[config.mk]
export PLATFORM = sky130hd
export DESIGN_NAME = count_seq_monitor
export DESIGN_NICKNAME = d
export VERILOG_FILES = /design/src/rtl/count_seq_monitor.sv
export SDC_FILE = /design/constraint.sdc
export NUM_CORES = 1
export LEC_CHECK = 0
export CORE_ASPECT_RATIO = 0.7
export CORE_MARGIN = 10
export CORE_UTILIZATION = 50
export DETAILED_ROUTE_END_ITERATION = 10
export GPL_TIMING_DRIVEN = 0
export MAX_ROUTING_LAYER = met4
export PLACE_DENSITY_LB_ADDON = 0.15
export RECOVER_POWER = 100
export SYNTH_ARGS = -nofsm -noshare
export SYNTH_HDL_FRONTEND = slang
export SYNTH_SLANG_ARGS = --single-unit
[constraint.sdc]
create_clock -name clk -period 1.97 [get_ports clk]
set_input_delay 0.197 -clock clk [delete_from_list [all_inputs] [get_ports clk]]
set_output_delay 0.197 -clock clk [all_outputs]
set_load 0.005 [all_outputs]
[src/rtl/count_seq_monitor.sv]
// Checker for the upstream 3-bit period-4 counter (0->3->5->6->0): tracks lock,
// flags illegal transitions, counts laps and drives an active-low 7-segment decode.
module count_seq_monitor #(
    parameter int LOCK_COUNT = 2,
    parameter int LAP_W      = 8
) (
    input  logic             clk,
    input  logic             reset,
    input  logic [2:0]       q_in,
    input  logic             clr,
    output logic             locked,
    output logic             err_pulse,
    output logic             err_sticky,
    output logic             lap_pulse,
    output logic [LAP_W-1:0] lap_count,
    output logic [6:0]       seg
);

    typedef enum logic [1:0] {IDLE, ACQUIRE, LOCKED} state_t;

    localparam logic [3:0] LOCK_N = 4'(LOCK_COUNT);

    state_t     state, state_nxt;
    logic [3:0] run, run_nxt;
    logic [2:0] q_prev;
    logic       legal;
    logic       err_nxt, lap_nxt;

    function automatic logic legal_step(input logic [2:0] prev, input logic [2:0] cur);
        case (prev)
            3'd0:    return cur == 3'd3;
            3'd3:    return cur == 3'd5;
            3'd5:    return cur == 3'd6;
            3'd6:    return cur == 3'd0;
            default: return 1'b0;
        endcase
    endfunction

    function automatic logic [6:0] seg_decode(input logic [2:0] code);
        case (code)
            3'd0:    return 7'h40;
            3'd3:    return 7'h30;
            3'd5:    return 7'h12;
            3'd6:    return 7'h02;
            default: return 7'h3F;
        endcase
    endfunction

    // A hold is illegal too: the successor of a code is never the code itself.
    always_comb begin
        state_nxt = state;
        run_nxt   = run;
        err_nxt   = 1'b0;
        lap_nxt   = 1'b0;
        legal     = legal_step(q_prev, q_in);
        case (state)
            IDLE: begin
                state_nxt = ACQUIRE;
                run_nxt   = 4'd0;
            end
            ACQUIRE: begin
                if (legal) begin
                    run_nxt = run + 4'd1;
                    if (run + 4'd1 == LOCK_N)
                        state_nxt = LOCKED;
                end else begin
                    run_nxt = 4'd0;
                end
            end
            LOCKED: begin
                if (legal) begin
                    lap_nxt = (q_prev == 3'd6) && (q_in == 3'd0);
                end else begin
                    err_nxt   = 1'b1;
                    state_nxt = ACQUIRE;
                    run_nxt   = 4'd0;
                end
            end
            default: begin
                state_nxt = IDLE;
                run_nxt   = 4'd0;
            end
        endcase
    end

    // clr loses to a simultaneous error set but beats a simultaneous lap increment.
    always_ff @(posedge clk or posedge reset) begin
        if (reset) begin
            state      <= IDLE;
            run        <= 4'd0;
            q_prev     <= 3'd0;
            locked     <= 1'b0;
            err_pulse  <= 1'b0;
            err_sticky <= 1'b0;
            lap_pulse  <= 1'b0;
            lap_count  <= '0;
            seg        <= 7'h40;
        end else begin
            state     <= state_nxt;
            run       <= run_nxt;
            q_prev    <= q_in;
            locked    <= (state_nxt == LOCKED);
            err_pulse <= err_nxt;
            lap_pulse <= lap_nxt;
            seg       <= seg_decode(q_in);
            if (clr)
                lap_count <= '0;
            else if (lap_nxt)
                lap_count <= lap_count + 1'b1;
            if (err_nxt)
                err_sticky <= 1'b1;
            else if (clr)
                err_sticky <= 1'b0;
        end
    end

endmodule

==> results of run 1 <==
-- Yosys cell counts --
cell type	count
dfrtp_1	25
nor2_1	14
xnor2_1	8
a21oi_1	6
nand2_1	5
nor2b_1	5
nor3_1	5
inv_1	4
nand2b_1	4
nand3_1	4
clkbuf_1	3
ha_1	3
xor2_1	3
a22oi_1	2
and4b_1	2
buf_4	2
nor4b_1	2
o21ai_0	2
o22ai_1	2
a211oi_1	1
a21bo_2	1
a41oi_1	1
and2_1	1
and2b_1	1
buf_1	1
buf_6	1
dfstp_2	1
mux2i_1	1
nand3b_1	1
nand4_1	1
nand4bb_1	1
nor4_1	1
nor4_4	1
o41ai_1	1
or3_1	1
or3b_1	1
or4b_4	1
-- state kept, by name, indices dropped and copies added, names as in the netlist --
signal and count:
run 4, err_pulse 1, locked 1, q_prev 3, seg 5, err_sticky 1
lap_pulse 1, state 2, lap_count 8
-- routing by layer --
layer  GRT usage  share of wire
met1       0.130           0.47
met2       0.177           0.45
met3      0.0460          0.071
met4      0.0150         0.0057
met5           -              0
-- cell families after synthesis --
family,after synthesis,share of synthesized area
AOI/OAI and AO/OA,16,0.0814
xor gates and xnor gates,11,0.0765
adders and majority gates,3,0.0298
muxes,1,0.00794
DFF,26,0.517
and+or+nand+nor,51,0.242
buffers and inverters,11,0.0447
-- power groups by stage --
stage / combinational (mW) / clock (mW) / sequential [mW]
after global routing: 0.114 / 0.302 / 0.558
final: 0.101 / 0.267 / 0.556
after global placement: 0.104 / 0 / 0.565
after detailed placement: 0.106 / 0 / 0.566
after CTS: 0.107 / 0.273 / 0.557
after floorplan: 0.0539 / 0 / 0.566
-- through the flow --
stage	TNS [ps]	cells	hold slack [ps]	total power [mW]	setup slack [ps]
after floorplan	0	119	228	0.620	171
after global placement	-2040	176	516	0.670	-378
after detailed placement	-3020	176	542	0.672	-439
after CTS	0	180	240	0.937	53.9
after global routing	0	181	237	0.974	25.4
final	0	181	236	0.924	101
-- final cells by class --
cell class	instances	area (µm²)	area share
Sequential cell	26	652	0.408
Buffer	7	42.5	0.0266
Timing Repair Buffer	24	238	0.149
Clock buffer	4	36.3	0.0227
Tap cell	34	42.5	0.0266
Inverter	4	15.0	0.00940
Multi-Input combinational cell	82	572	0.358
-- worst min path at each step --
| stage | depth (start not counted) | endpoint | startpoint |
|---|---|---|---|
| detailed placement | 2 | lap_count[7] | lap_count[7] |
| finish | 2 | lap_count[5] | clr |
| global route | 2 | lap_count[0] | clr |
| CTS | 2 | lap_count[2] | clr |
| floorplan | 0 | q_prev[0] | q_in[0] |
| global placement | 2 | err_sticky | err_sticky |
-- what timing repair did --
action / in CTS / in global routing
resized for setup: 1 / 4
buffers inserted: 0 / 1
pin swaps: 0 / 1
endpoints found under the setup margin: 1 / 3
==> impl_metrics.tcl, run 1 <==
set metrics [dict create \
    dieArea_mm2 0.00496 \
    antenna_found_initial 0 \
    fmax_mhz 535 \
    drv_cap 0 \
    placed_area_mm2 0.00153 \
    track_usage 0.110 \
    synth_top_area_cell "dfrtp_1" \
    syn_nets 128 \
    r2r_end "lap_count[7]" \
    powerDensity_mw_per_mm2 578 \
    wl_um 2470 \
    finalInstanceArea_mm2 0.00160 \
    cts_tree "done" \
    synth_cells 119 \
    vdd_drop_max_mv 0.496 \
    viasPerCell 5.21 \
    cpPeakStageDelay_ps 560 \
    hold_path_class "primary input to flip-flop" \
    cts_sinks 26 \
    rsz0062_at_grt "false" \
    clk_path_buf_depth 2 \
    die-width_um 80 \
    grt_pass1_vias 897 \
    clk_pin_slew_worst_paths_ps 140 \
    outcome "finished clean" \
    nets 157 \
    nFillCells 210 \
    port-buffer-count 23 \
    crit_fanout 10 \
    pwr-share-clk 0.288 \
    initial_core_util 0.516 \
    min_period_ps 1870 \
    startpoint_type "primary input" \
    yosys_register_bits 26 \
    syn_area_per_cell_um2 10.6 \
    htreeDepth 1 \
    synth.distinct_cells 37 \
    final_cell_mix "25 x dfrtp_1, 22 x dlygate4sd3_1, 14 x nor2_1" \
    post-route-period-util 0.949 \
    finalHoldViolCount 0 \
    core-area_mm2 0.00244 \
    maxSlewHeadroom 0.356 \
    reg2reg_depth 4 \
    startpoint "q_in[2]" \
    drt_first_iter_violations 64 \
    ys_seq_area_frac 0.517 \
    slowest_stage "dlygate4sd3_1" \
    vias 943 \
    final_common_cell "dfrtp_1" \
    cp-endpoint "lap_count[7]" \
    ys_top_cells_by_area "dfrtp_1 50%, xnor2_1 5.6%, nor2_1 4.2%, ha_1 3.0%, nor2b_1 2.5%" \
    cts_root_buffer "clkbuf_4" \
    cp.depth 6 \
    synth.top_cell.area_share 0.497 \
    hold_buffers 0 \
    post-route-util 0.655 \
    leakagePower_nw 0.721 \
    worstPathArrival_ps 2120 \
    drtPass1Iterations 4 \
    postRouteAntennaNets 0 \
    worstSetupEndpointType "flip-flop" \
    setup_violations 0 \
    insertion_delay_ps 320 \
    diodes 0 \
    tightest_slew_ps 965 \
    ioPinCount 25 \
    critical_path_buf_inv_count 2 \
    place.gp.congestion 0.770 \
    p_sw_frac 0.227 \
    grt_pass1_wl_um 4180 \
    crit_family "simple AND/OR/NAND/NOR gates" \
    dp_hpwl_um 1840 \
    wl_per_cell_um 13.6 \
    netlist_area_mm2 0.00126 \
    drc 0 \
    rows 15 \
    r2r_start "state[1]" \
    cts_made_buffers 3 \
    r2r_slack_ps 220 \
    grt-ovfl-total 0 \
    dieHeight_um 62 \
    grt_max_degree 27 \
    power.internal_uw 714 \
    yosysWarnings 0 \
    required_ps 2220 \
    p_seq_frac 0.602 \
    drive_gt1_frac 0.102 \
    worstSetupPathType "primary input to flip-flop" \
    syn_to_final_growth_pct 26.8 \
    slew_viol_final 0 \
    crit_chain "dlygate4sd3_1 -> buf_6 -> or4b_4 -> nor4_4 -> or3b_1 -> a21oi_1" \
    clock_skew_ps 2.10 \
    p_switching_uw 210 \
    power_frac_comb 0.110 \
]
Power figures use the tool's default switching activity.
==> run 2: changes to the inputs <==
--- a/config.mk
+++ b/config.mk
@@ -11,7 +11,7 @@
 export DETAILED_ROUTE_END_ITERATION = 10
 export GPL_TIMING_DRIVEN = 0
 export MAX_ROUTING_LAYER = met4
-export PLACE_DENSITY_LB_ADDON = 0.15
+export PLACE_DENSITY = 0.76
 export RECOVER_POWER = 100
 export SYNTH_ARGS = -nofsm -noshare
 export SYNTH_HDL_FRONTEND = slang
==> run 2 against run 1 <==
Compared with the run above:
- first-iteration DRC count shrank 17%
- routed wire length grew 0.97%
- die area is the same
- largest power group unchanged
==> impl_metrics.tcl, run 2 (synthesis results as in run 1) <==
set metrics [dict create \
    outcome "finished clean" \
    fin_ws_ps 81.4 \
    cts_made_buffers 3 \
    fmax_mhz 529 \
    seqCellArea_um2 653 \
    leakagePower_nw 0.703 \
    drc 0 \
    setup_violations 0 \
    p_sw_frac 0.230 \
    port-buffer-count 23 \
    htreeDepth 1 \
    grt_pass1_vias 894 \
    hold_path_class "primary input to flip-flop" \
    rows 15 \
    post-route-period-util 0.959 \
    finalHoldViolCount 0 \
    min_period_ps 1890 \
    initial_core_util 0.516 \
    placed_area_mm2 0.00153 \
    die-width_um 80 \
    dieArea_mm2 0.00496 \
    antenna_found_initial 0 \
    tightest_slew_ps 934 \
    diodes 0 \
    place.gp.congestion 0.769 \
    place_ws_ps -415 \
    clock_skew_ps 2.02 \
    grt_max_degree 27 \
    pwr-share-clk 0.260 \
    slew_viol_final 0 \
    drt_first_iter_violations 53 \
    required_ps 2230 \
    ioPinCount 25 \
    drtPass1Iterations 5 \
    nets 156 \
    dp_hpwl_um 1880 \
    drive_gt1_frac 0.0959 \
    insertion_delay_ps 320 \
    cpPeakStageDelay_ps 560 \
    finalInstanceArea_mm2 0.00157 \
    wl_per_cell_um 13.8 \
    largest_reg_flops 8 \
    startpoint_type "primary input" \
    final_cell_mix "24 x dfrtp_1, 21 x dlygate4sd3_1, 14 x nor2_1" \
    worstPathArrival_ps 2140 \
    post-route-util 0.645 \
    r2r_slack_ps 180 \
    multi_input_area_um2 563 \
    powerDensity_mw_per_mm2 561 \
    grt-ovfl-total 0 \
    clk_pin_slew_worst_paths_ps 130 \
    final_common_cell "dfrtp_1" \
    p_switching_uw 203 \
    crit_family "simple AND/OR/NAND/NOR gates" \
    viasPerCell 5.34 \
    dieHeight_um 62 \
    crit_chain "dlygate4sd3_1 -> buf_6 -> or4b_4 -> nor4_4 -> or3b_1 -> a21oi_1" \
    nFillCells 196 \
    worstSetupEndpointType "flip-flop" \
    reg2reg_depth 4 \
    syn_to_final_growth_pct 24.8 \
    power_frac_comb 0.110 \
    wl_um 2490 \
    maxSlewHeadroom 0.377 \
    clk_path_buf_depth 2 \
    worst_hold_slack_ps 243 \
    cp.depth 6 \
    power.internal_uw 679 \
    cts_sinks 26 \
    core-area_mm2 0.00244 \
    vias 961 \
    worstHoldStart "clr" \
    worstSetupPathType "primary input to flip-flop" \
    slowest_stage "dlygate4sd3_1" \
    largestRegisters "lap_count: 8 flops, seg: 5 flops, run: 4 flops" \
    r2r_end "lap_count[7]" \
    track_usage 0.108 \
    crit_fanout 10 \
    rsz0062_at_grt "false" \
    cts_root_buffer "clkbuf_4" \
    p_seq_frac 0.630 \
    hold_path_end "lap_count[6]" \
    grt_pass1_wl_um 4070 \
    cts_tree "done" \
    critical_path_buf_inv_count 2 \
    top_register "lap_count" \
    vdd_drop_max_mv 0.372 \
    drv_cap 0 \
    postRouteAntennaNets 0 \
    r2r_start "q_prev[0]" \
    whs_path_depth 2 \
]
==> run 2: stage by stage <==
stage	std cells	TNS, ps	power (mW)
2_1_floorplan	119	0	0.620
3_3_place_gp	176	-2330	0.668
3_5_place_dp	176	-2400	0.670
4_1_cts	180	0	0.894
5_1_grt	180	0	0.930
6_report	180	0	0.882
==> run 2: area by class of cell <==
cell class | instances | share of cell area
Tap cell | 34 | 0.0270
Multi-Input combinational cell | 82 | 0.358
Timing Repair Buffer | 23 | 0.146
Inverter | 4 | 0.00955
Sequential cell | 26 | 0.415
Buffer | 7 | 0.0270
Clock buffer | 4 | 0.0167
==> run 2: how the worst max path moves through the flow <==
stage | start | to | slack (ps)
floorplan | q_prev[0] | lap_count[7] | 170
global placement | q_in[0] | lap_count[7] | -440
detailed placement | q_in[0] | lap_count[7] | -410
CTS | q_prev[0] | lap_count[7] | 20
finish | q_in[2] | lap_count[7] | 80
global route | q_in[0] | lap_count[7] | 40
==> run 2: what timing repair did <==
| action | CTS | global route |
|---|---|---|
| setup buffers | 0 | 0 |
| cloned | 0 | 0 |
| hold buffers | 0 | 0 |
| endpoints found under the setup margin | 1 | 7 |
| hold endpoints to repair | 0 | 0 |
| pin swaps | 0 | 1 |
| resized for setup | 1 | 4 |
==> run 2: power by group through the flow <==
stage	clock (mW)	combinational (mW)	sequential, mW
final	0.229	0.0969	0.556
after global routing	0.263	0.109	0.559
after CTS	0.232	0.106	0.556
after detailed placement	0	0.104	0.566
after global placement	0	0.103	0.565
after floorplan	0	0.0539	0.566
==> run 2: routing by layer <==
| metal | routed length (µm) | up-vias | global-route usage | share of wire |
|---|---|---|---|---|
| met3 | 176 | 2 | 0.0417 | 0.071 |
| met2 | 1160 | 32 | 0.169 | 0.47 |
| met4 | 8 | 0 | 0.0225 | 0.0032 |
| li1 | - | 465 | - | - |
| met5 | 0 | - | - | 0 |
| met1 | 1150 | 462 | 0.132 | 0.46 |
==> run 3: changes to the inputs <==
--- a/config.mk
+++ b/config.mk
@@ -7,11 +7,12 @@
 export LEC_CHECK = 0
 export CORE_ASPECT_RATIO = 0.7
 export CORE_MARGIN = 10
-export CORE_UTILIZATION = 50
+export CORE_UTILIZATION = 52
+export CTS_BUF_LIST = sky130_fd_sc_hd__clkbuf_8
 export DETAILED_ROUTE_END_ITERATION = 10
 export GPL_TIMING_DRIVEN = 0
 export MAX_ROUTING_LAYER = met4
-export PLACE_DENSITY = 0.76
+export PLACE_DENSITY = 0.78
 export RECOVER_POWER = 100
 export SYNTH_ARGS = -nofsm -noshare
 export SYNTH_HDL_FRONTEND = slang
==> run 3 against run 2 <==
Compared with the run above:
- non-clock buffer count unchanged
- via count decreased by 0.52%
- highest routed layer unchanged
- critical path type unchanged
- die area fell by 2.8%
- sequential cell count stayed put
- final cell count shrank 1.1%
- hold slack better by 59 ps
- largest power group unchanged
- combinational power increased by 4%
- critical path depth unchanged
- clock skew about the same
- power grew 9.0%
- routed wire length grew 6.9%
==> impl_metrics.tcl, run 3 (synthesis results as in run 1) <==
set metrics [dict create \
    ioPinCount 25 \
    syn_to_final_growth_pct 26.7 \
    port-buffer-count 23 \
    wl_um 2660 \
    rows 14 \
    largestRegisters "lap_count: 8 flops, seg: 5 flops, run: 4 flops" \
    final_common_cell "dfrtp_1" \
    postRouteAntennaNets 0 \
    post_cts_buffers 0 \
    grt_max_degree 27 \
    diodes 0 \
    drv_cap 0 \
    worstPathArrival_ps 2030 \
    rsz0062_at_grt "false" \
    finalHoldViolCount 0 \
    initial_core_util 0.566 \
    hold_path_class "primary input to flip-flop" \
    outcome "finished clean" \
    required_ps 2110 \
    track_usage 0.121 \
    clk_path_buf_depth 2 \
    vdd_drop_max_mv 0.467 \
    r2r_start "state[1]" \
    clock_skew_ps 2.00 \
    worstSetupEndpointType "flip-flop" \
    hold_buffers 0 \
    core-area_mm2 0.00222 \
    startpoint_type "primary input" \
    die-width_um 78.8 \
    maxSlewHeadroom 0.363 \
    whs_path_depth 2 \
    nFillCells 183 \
    largest_reg_flops 8 \
    cts_tree "done" \
    tightest_slew_ps 955 \
    worstSetupPathType "primary input to flip-flop" \
    grt-ovfl-total 0 \
    top_register "lap_count" \
    r2r_slack_ps 100 \
    viasPerCell 5.37 \
    worst_hold_slack_ps 301 \
    cts_sinks 26 \
    seqCellArea_um2 652 \
    cts_root_buffer "clkbuf_8" \
    dp_hpwl_um 1980 \
    post-route-period-util 0.959 \
    vias 956 \
    place.gp.congestion 0.823 \
    setup_violations 0 \
    multi_input_area_um2 572 \
    hold_path_end "lap_count[5]" \
    cts_made_buffers 3 \
    insertion_delay_ps 270 \
    dieArea_mm2 0.00482 \
    r2r_end "lap_count[7]" \
    slew_viol_final 0 \
    drc 0 \
    drive_gt1_frac 0.0890 \
    post-route-util 0.718 \
    fmax_mhz 529 \
    clk_pin_slew_worst_paths_ps 90 \
    dieHeight_um 61.2 \
    crit_fanout 10 \
    grt_pass1_vias 961 \
    reg2reg_depth 4 \
    wl_per_cell_um 15.0 \
    grt_pass1_wl_um 4430 \
    leakagePower_nw 0.725 \
    min_period_ps 1890 \
    antenna_found_initial 0 \
    drtPass1Iterations 4 \
    nets 156 \
    htreeDepth 1 \
    powerDensity_mw_per_mm2 602 \
    drt_first_iter_violations 40 \
    worstHoldStart "clr" \
    final_cell_mix "25 x dfrtp_1, 20 x dlygate4sd3_1, 14 x nor2_1" \
]
## run 3: how the worst max path moves through the flow
stage | endpoint | slack, ps | start | cells after the start
after floorplan | lap_count[7] | 170 | q_prev[0] | 4
after global placement | lap_count[7] | -370 | q_in[0] | 6
after detailed placement | lap_count[7] | -500 | q_in[0] | 6
after CTS | run[1] | 2 | q_in[0] | 7
after global routing | lap_count[7] | 5 | q_in[1] | 6
final | lap_count[7] | 80 | q_in[0] | 6
## run 3: power breakdown
group	internal, mW	switching, mW
combinational	0.0539	0.0467
sequential	0.547	0.00986
clock	0.140	0.164
## run 3: repair_timing
action,4_1_cts,5_1_grt
endpoints found under the setup margin,8,7
gates resized for setup,1,6
gates cloned,0,0
pin swaps,0,1
## run 3: routing by layer
| metal | global-route usage | vias to the layer above | part of all wire |
|---|---|---|---|
| met5 | - | - | 0 |
| met4 | 0.0458 | 0 | 0.014 |
| met3 | 0.0509 | 5 | 0.062 |
| met2 | 0.209 | 16 | 0.49 |
| met1 | 0.122 | 472 | 0.44 |
| li1 | - | 463 | - |
## run 3: final cells by class
cell class              instances  share of cell area
well taps                      32              0.0251
plain buffers                   7              0.0266
clock buffers                   3              0.0259
multi-input cells              82               0.358
repair buffers                 23               0.144
clock inverters                 1             0.00235
flip-flops and latches         26               0.408
inverters                       4             0.00940
## run 3: stage by stage
stage / total power [mW] / TNS, ps / std cells / cell area [µm²] / setup WS, ps
after floorplan: 0.620 / 0 / 119 / 1260 / 171
after global placement: 0.668 / -1910 / 174 / 1530 / -367
after detailed placement: 0.673 / -3590 / 174 / 1530 / -498
after CTS: 0.972 / 0 / 178 / 1580 / 2.06
after global routing: 1.00 / 0 / 178 / 1600 / 4.62
final: 0.961 / 0 / 178 / 1600 / 80.9
## run 3: worst max-delay path: stages
cell	delay, ps
clkdlybuf4s50_1	450
clkbuf_2	230
nor4b_4	370
nand3_1	250
o41ai_1	430
a21oi_1	110
